[config.mk]
export PLATFORM = sky130hd
export DESIGN_NAME = instr_exec_unit
export DESIGN_NICKNAME = d
export VERILOG_FILES = /design/src/rtl/instr_exec_unit.sv
export SDC_FILE = /design/constraint.sdc
export NUM_CORES = 2
export LEC_CHECK = 0
export BUFFER_PORTS_ARGS = -buffer_cell sky130_fd_sc_hd__buf_2
export CORE_AREA = 10 10 226 389
export DETAILED_ROUTE_END_ITERATION = 8
export DIE_AREA = 0 0 236 399
export PLACE_DENSITY = 0.78
export SKIP_CTS_REPAIR_TIMING = 1
export SYNTH_ARGS = -nofsm -noshare
export SYNTH_HDL_FRONTEND = slang
export SYNTH_SLANG_ARGS = --single-unit
[constraint.sdc]
create_clock -name clk -period 11 [get_ports clk]
set_input_delay 1.1 -clock clk [delete_from_list [all_inputs] [get_ports clk]]
set_output_delay 1.1 -clock clk [all_outputs]
set_load 0.02 [all_outputs]
[src/rtl/instr_exec_unit.sv]
// instr_exec_unit: single-issue execution unit with a valid/ready handshake on both sides.
// ZERO/PASSA/PASSB/ADD/SUB/MULT finish one cycle after accept. DIV/MOD run a restoring
// divider on the operand magnitudes, one quotient bit per cycle. All results are
// sign-extended to 2*OP_WIDTH bits.
//
// Ports:
//   clk, reset          clock, synchronous active-high reset
//   in_valid/in_ready   instruction handshake (opc, op_a, op_b captured on accept)
//   opc                 ZERO=0 PASSA=1 PASSB=2 ADD=3 SUB=4 MULT=5 DIV=6 MOD=7
//   op_a, op_b          signed operands
//   out_valid/out_ready result handshake
//   rez                 signed result, 2*OP_WIDTH bits
//   div_by_zero         DIV/MOD with op_b==0; qualified by out_valid
module instr_exec_unit #(
  parameter int unsigned OP_WIDTH = 32
) (
  input  logic                    clk,
  input  logic                    reset,
  input  logic                    in_valid,
  output logic                    in_ready,
  input  logic [2:0]              opc,
  input  logic [OP_WIDTH-1:0]     op_a,
  input  logic [OP_WIDTH-1:0]     op_b,
  output logic                    out_valid,
  input  logic                    out_ready,
  output logic [2*OP_WIDTH-1:0]   rez,
  output logic                    div_by_zero
);

  localparam int unsigned W    = OP_WIDTH;
  localparam int unsigned RW   = 2 * OP_WIDTH;
  localparam int unsigned CntW = $clog2(OP_WIDTH + 1);

  typedef enum logic [1:0] {StIdle, StDivide, StDone} state_e;

  state_e          state_q, state_d;
  logic [RW-1:0]   rez_q;
  logic            dbz_q;
  logic [W-1:0]    rem_q, quo_q, dvsr_q;
  logic [CntW-1:0] cnt_q;
  logic            neg_quo_q, neg_rem_q, is_mod_q;

  logic            accept, is_div_op, b_zero, last_iter;
  logic [RW-1:0]   a_ext, b_ext, simple_res;
  logic [W-1:0]    a_mag, b_mag;
  logic [W:0]      shifted, diff;
  logic            fits;
  logic [W-1:0]    rem_nxt, quo_nxt;
  logic [RW-1:0]   q_mag, r_mag, div_res, mod_res;

  assign accept    = in_valid && in_ready;
  assign is_div_op = (opc == 3'd6) || (opc == 3'd7);
  assign b_zero    = (op_b == '0);
  assign last_iter = (state_q == StDivide) && (cnt_q == CntW'(W - 1));

  // State register
  always_ff @(posedge clk) begin
    if (reset) begin
      state_q <= StIdle;
    end else begin
      state_q <= state_d;
    end
  end

  // Next-state logic
  always_comb begin
    state_d = state_q;
    unique case (state_q)
      StIdle:   if (accept) state_d = (is_div_op && !b_zero) ? StDivide : StDone;
      StDivide: if (last_iter) state_d = StDone;
      StDone:   if (out_ready) state_d = StIdle;
      default:  state_d = StIdle;
    endcase
  end

  // Outputs; in_ready is masked by reset so nothing can be accepted while it is held.
  always_comb begin
    in_ready    = (state_q == StIdle) && !reset;
    out_valid   = (state_q == StDone);
    rez         = rez_q;
    div_by_zero = dbz_q;
  end

  // Single-cycle operations at full precision on sign-extended operands
  always_comb begin
    a_ext = {{W{op_a[W-1]}}, op_a};
    b_ext = {{W{op_b[W-1]}}, op_b};
    unique case (opc)
      3'd0:    simple_res = '0;
      3'd1:    simple_res = a_ext;
      3'd2:    simple_res = b_ext;
      3'd3:    simple_res = a_ext + b_ext;
      3'd4:    simple_res = a_ext - b_ext;
      3'd5:    simple_res = a_ext * b_ext;
      default: simple_res = '0;
    endcase
  end

  // Magnitudes; the most-negative value maps to 2^(W-1), which fits unsigned in W bits.
  assign a_mag = op_a[W-1] ? -op_a : op_a;
  assign b_mag = op_b[W-1] ? -op_b : op_b;

  // One restoring-division step: shift in the next dividend bit and trial-subtract.
  always_comb begin
    shifted = {rem_q, quo_q[W-1]};
    diff    = shifted - {1'b0, dvsr_q};
    fits    = !diff[W];
    rem_nxt = fits ? diff[W-1:0] : shifted[W-1:0];
    quo_nxt = {quo_q[W-2:0], fits};
    q_mag   = {{W{1'b0}}, quo_nxt};
    r_mag   = {{W{1'b0}}, rem_nxt};
    div_res = neg_quo_q ? -q_mag : q_mag;
    mod_res = neg_rem_q ? -r_mag : r_mag;
  end

  // Datapath registers
  always_ff @(posedge clk) begin
    if (reset) begin
      rez_q     <= '0;
      dbz_q     <= 1'b0;
      rem_q     <= '0;
      quo_q     <= '0;
      dvsr_q    <= '0;
      cnt_q     <= '0;
      neg_quo_q <= 1'b0;
      neg_rem_q <= 1'b0;
      is_mod_q  <= 1'b0;
    end else if (accept) begin
      rez_q     <= is_div_op ? '0 : simple_res;
      dbz_q     <= is_div_op && b_zero;
      rem_q     <= '0;
      quo_q     <= a_mag;
      dvsr_q    <= b_mag;
      cnt_q     <= '0;
      neg_quo_q <= op_a[W-1] ^ op_b[W-1];
      neg_rem_q <= op_a[W-1];
      is_mod_q  <= opc[0];
    end else if (state_q == StDivide) begin
      rem_q <= rem_nxt;
      quo_q <= quo_nxt;
      cnt_q <= cnt_q + CntW'(1);
      // Sign fix-up folds into the final iteration so DONE follows immediately.
      if (last_iter) rez_q <= is_mod_q ? mod_res : div_res;
    end
  end

endmodule

# Word level (Yosys, flattened, before mapping)
# Index checks and enable logic that the tools add are counted.
[totals] reg_bits=172 wordCells=67 in_bits=71 out_inout_bits=67
[classes] n_mux=18 reduce_logical=16 mul=1 n_eq_ne=13 add_sub_neg=8 bitwise=1
[ops] operator="$mux 64" n=7
[ops] operator="$pmux 64 s5" n=1
[ops] operator="$mux 32" n=5
[ops] operator="$neg 32->64" n=2
[ops] operator="$mul 32x32->64" n=1
[ops] operator="$neg 32->32" n=2
[ops] operator="$add 32x32->33" n=1
[ops] operator="$sub 32x32->33" n=1
[ops] operator="$sub 33x32->33" n=1
[ops] operator="$logic_not 32->1" n=1
[ops] operator="$eq 3x3->1 const B" n=4
[ops] operator="$mux 2" n=4
[ops] operator="$add 6x1->6 const B" n=1
[ops] operator="$eq 3x2->1 const B" n=2
[ops] operator="$eq 6x5->1 const B" n=1
[ops] operator="$pmux 2 s3" n=1
[ops] operator="$logic_and 1x1->1" n=5
[ops] operator="$ne 2x2->1 const B" n=2
[ops] operator="$reduce_bool 2->1" n=2
[ops] operator="$eq 3x1->1 const B" n=1
[ops] operator="$logic_not 1->1" n=3
[ops] operator="$reduce_and 3->1" n=1
[ops] operator="$eq 2x1->1 const B" n=1
[ops] operator="$eq 2x2->1 const B" n=1
[ops] operator="other kinds (6)" n=6

# Logic depth before layout (Yosys ltp)
[logic_depth] depth_word=8 depth_mapped=31 ltp_nobuf=29

# Worst setup path before layout
# OpenSTA, ideal clock, no wires.
[synth_path] path_kind="input to register" from="input port op_a[31]" to="register rez_q[62], in the netlist rez[62]" setup_time_ns=0.091 cell_stages=29 arrival_ns=9.048 setup_slack_ns=1.861 path_buffers=4 path_cell_list="clkbuf_1 buf_1 buf_1 nand2_1 inv_1 fa_1 inv_1 fa_1 inv_1 fa_1 fa_1 inv_1 fa_1 inv_1 fa_1 fa_1 fa_1 ha_1 a21o_1 a21oi_1 o21ai_0 and3b_1 clkbuf_1 nand2b_1 o21ai_0 a21oi_1 o21ai_0 or3_1 a311oi_1"
[synth_between] elab_chain_len=4
[synth_lines] item="start, declared" line="22" source="input logic [OP_WIDTH-1:0] op_a,"
[synth_lines] item="$mul 32x32->64, or another cell as far along" line="94" source="3'd5: simple_res = a_ext * b_ext;"
[synth_lines] item="$pmux 64 s5 *" line="88" source="unique case (opc)"
[synth_lines] item="$mux 64 *" line="129" source="rez_q <= is_div_op ? '0 : simple_res;"
[synth_lines] item="$mux 64 *" line="128" source="end else if (accept) begin"
[synth_lines] item="end signal, assigned" line="129"
[synth_lines] item="end signal, assigned" line="143" source="if (last_iter) rez_q <= is_mod_q ? mod_res : div_res;"
[synth_lines] item="end, declared" line="37" source="logic [RW-1:0] rez_q;"
# Mark *: on every way between the ends. The rest lies on a longest branch, timed or not.
# A chain may end at the register's enable or synchronous reset.

# Final worst setup path
[layout_path] from="input port op_b[16]" to="register rez_q[42], in the netlist rez[42]"
[layout_between] elab_chain_len=4
[layout_lines] item="start, declared" line="23" source="input logic [OP_WIDTH-1:0] op_b,"
[layout_lines] item="$mul 32x32->64, or another cell as far along" line="94"
[layout_lines] item="$pmux 64 s5 *" line="88"
[layout_lines] item="$mux 64 *" line="129"
[layout_lines] item="$mux 64 *" line="128"
# Marks and branches as above.

==> flow_summary.ini <==
[run_status]
outcome = finished, final reports clean

[drt]
first_iter_violations = 4629
via_per_inst = 6.47
drtAntennaViolNets = 0
drt_pass1_iterations = 7
routed_wl_um = 190000
drc = 0
num_vias = 45564
wl_per_cell_um = 27.0

[finish]
final_nets = 7411
area_growth_pct = 3.57
drive_gt1_share_pct = 5.44
nFillCells = 6842

[global_route]
grt_pass1_vias = 49070
grt_max_degree = 89
overflow = 0
antenna_found_initial = 8
grt_util_all_layers_pct = 40.7
grt_pass1_wl_um = 290000

[placement]
numPortBuffers = 137
gp_congestion = 1.03
dp_hpwl_um = 149000

[critical_path]
arrival_ps = 10260
cp_max_fo = 35
start_kind = input port
worstSetupPathType = input port to flip-flop
endpoint_kind = flip-flop
crit_required_ps = 11290

[clock_tree]
clockBufferDepth = 2
cts_tree = done
cts.htree.levels = 4
clk_latency_ps = 450
numCtsBuffers = 17
cts.sinks = 172
path_clk_slew_ps = 80
root_buffer = clkbuf_16

[synth]
synth_most_common_cell = fa_1
synth_top_area_cell = fa_1
synth_warnings = 0
yosys-top-cells-count = 1,085 x fa_1, 1,076 x inv_1, 688 x nand2_1, 468 x and2_1, 343 x clkbuf_1
async_flop_share_pct = 0
synth_area_leaders = fa_1 42%, inv_1 7.7%, ha_1 6.9%
synth-seq-cells = 172
synth_edf_count = 0
yosysUniqueCellTypes = 88
ys.flop_type = dfxtp_1
synthCells = 6101
postSynthAreaPerCell_um2 = 8.57
synth-seq-area-share_pct = 6.59
syn_area_um2 = 52300
synth_top_cell_area_share_pct = 41.5
synth_fp_nets = 7546

[floorplan]
coreArea_um2 = 81600
start_util_pct = 64.1
die_area_um2 = 94200
die_h_um = 399
boundaryPins = 138
fp-row-count = 139
dieWidth_um = 236

[sta]
fin_skew_ps = 17.8
max_freq_ghz = 0.100
setup_viol = 0
rsz0062_at_grt = false
worst_pin_slew_ps = 1310
slew_viol_final = 0
finalCritPeriodShare_pct = 90.6
maxSlewHeadroom_pct = 12.0
hold_viol_final = 0
fin_tns_setup_ps = 0
min_period_ps = 9970
whs_ps = 478

[min_path]
worst_hold_path_type = flip-flop to flip-flop

[job]
cap_violations = 0
==> flip-flops by register name (all words and copies together) (netlist names) <==
name         cells
quo_q           32
neg_quo_q        1
div_by_zero      1
cnt_q            6
neg_rem_q        1
rez             64
is_mod_q         1
dvsr_q          32
rem_q           32
state_q          2
==> worst max-delay path, stage by stage <==
cell and delay [ps]:
buf_2 750, ha_1 640, fa_1 530, fa_1 510, inv_1 50, fa_1 400
fa_1 540, inv_1 50, fa_1 550, fa_1 420, fa_1 500, inv_1 50
fa_1 580, inv_1 60, ha_1 430, nand3_1 160, or3_1 420, or2_2 340
o31ai_1 510, a21oi_1 160, xnor2_1 350, nor2_1 60, o21ai_0 880, a211oi_1 200
==> cell usage in the layout (no fill, tap or decap), drive strengths merged, types with 21 or more instances in the layout <==
cell / Yosys / routed
nand2: 688 / 688
and2: 468 / 468
dfxtp: 172 / 172
nand3: 57 / 57
a31oi: 25 / 25
nor3: 67 / 67
mux2i: 35 / 35
xnor2: 145 / 145
nor2: 341 / 341
a311oi: 32 / 32
nand2b: 39 / 39
o21ai: 197 / 197
a21o: 70 / 70
xor2: 57 / 57
inv: 1077 / 1085
nand4: 31 / 31
o21bai: 21 / 21
o21a: 28 / 28
a211oi: 88 / 88
ha: 289 / 289
a21oi: 229 / 229
buf: 43 / 232
o31ai: 47 / 47
or3: 37 / 37
or4: 28 / 28
o221ai: 30 / 30
fa: 1085 / 1085
==> area by class of cell <==
class / instances / area, µm² / share of cell area, %
tap: 1057 / 1320 / 2.44
multi-input combinational: 4460 / 43300 / 80.0
clock buffer: 17 / 425 / 0.786
antenna: 6 / 15.0 / 0.0277
inverter: 1083 / 4070 / 7.51
timing repair buffer: 232 / 1400 / 2.59
sequential: 172 / 3440 / 6.36
clock inverter: 15 / 149 / 0.275
==> logic make-up after synthesis <==
logic type	count (synthesis)	share of synthesized area, %
AND/OR/NAND/NOR	1852	17.2
buffers and inverters	1469	10.6
adder cells (fa/ha/maj)	1374	48.5
AO/OA/AOI/OAI	991	12.9
XOR/XNOR	202	3.38
flip-flops	172	6.59
multiplexers	41	0.799
==> stage by stage <==
step	setup WS (ps)	util (%)	instance area [µm²]	instances
global route	718	66.4	54100	7036
finish	1030	66.4	54100	7042
global placement	1050	65.6	53500	7003
detailed placement	973	65.6	53500	7003
CTS	1420	66.3	54100	7035
floorplan	1860	-	52300	6101
==> per-layer routing <==
metal,GRT usage [%],share of wire [%]
met4,40.3,12
met1,42.3,31
met2,67.7,48
met3,7.84,8.9
met5,0,0.027
==> path summary, 6_finish.rpt <==
| kind | startpoint | to | slack [ps] | depth (start not counted) |
|---|---|---|---|---|
| worst max-delay path | op_b[16] | rez[42]$_SDFFE_PP0P_ | 1030 | 24 |
| worst min-delay path | dvsr_q[25]$_SDFFE_PP0P_ | dvsr_q[25]$_SDFFE_PP0P_ | 480 | 2 |
| worst max register to register | quo_q[31]$_SDFFE_PP0P_ | rez[52]$_SDFFE_PP0P_ | 3710 | 20 |
| worst min register to register | dvsr_q[25]$_SDFFE_PP0P_ | dvsr_q[25]$_SDFFE_PP0P_ | 480 | 2 |
Power is left out: the tool's default activity adds up to more than one toggle a clock period on the data nets, which glitch-free logic cannot reach.
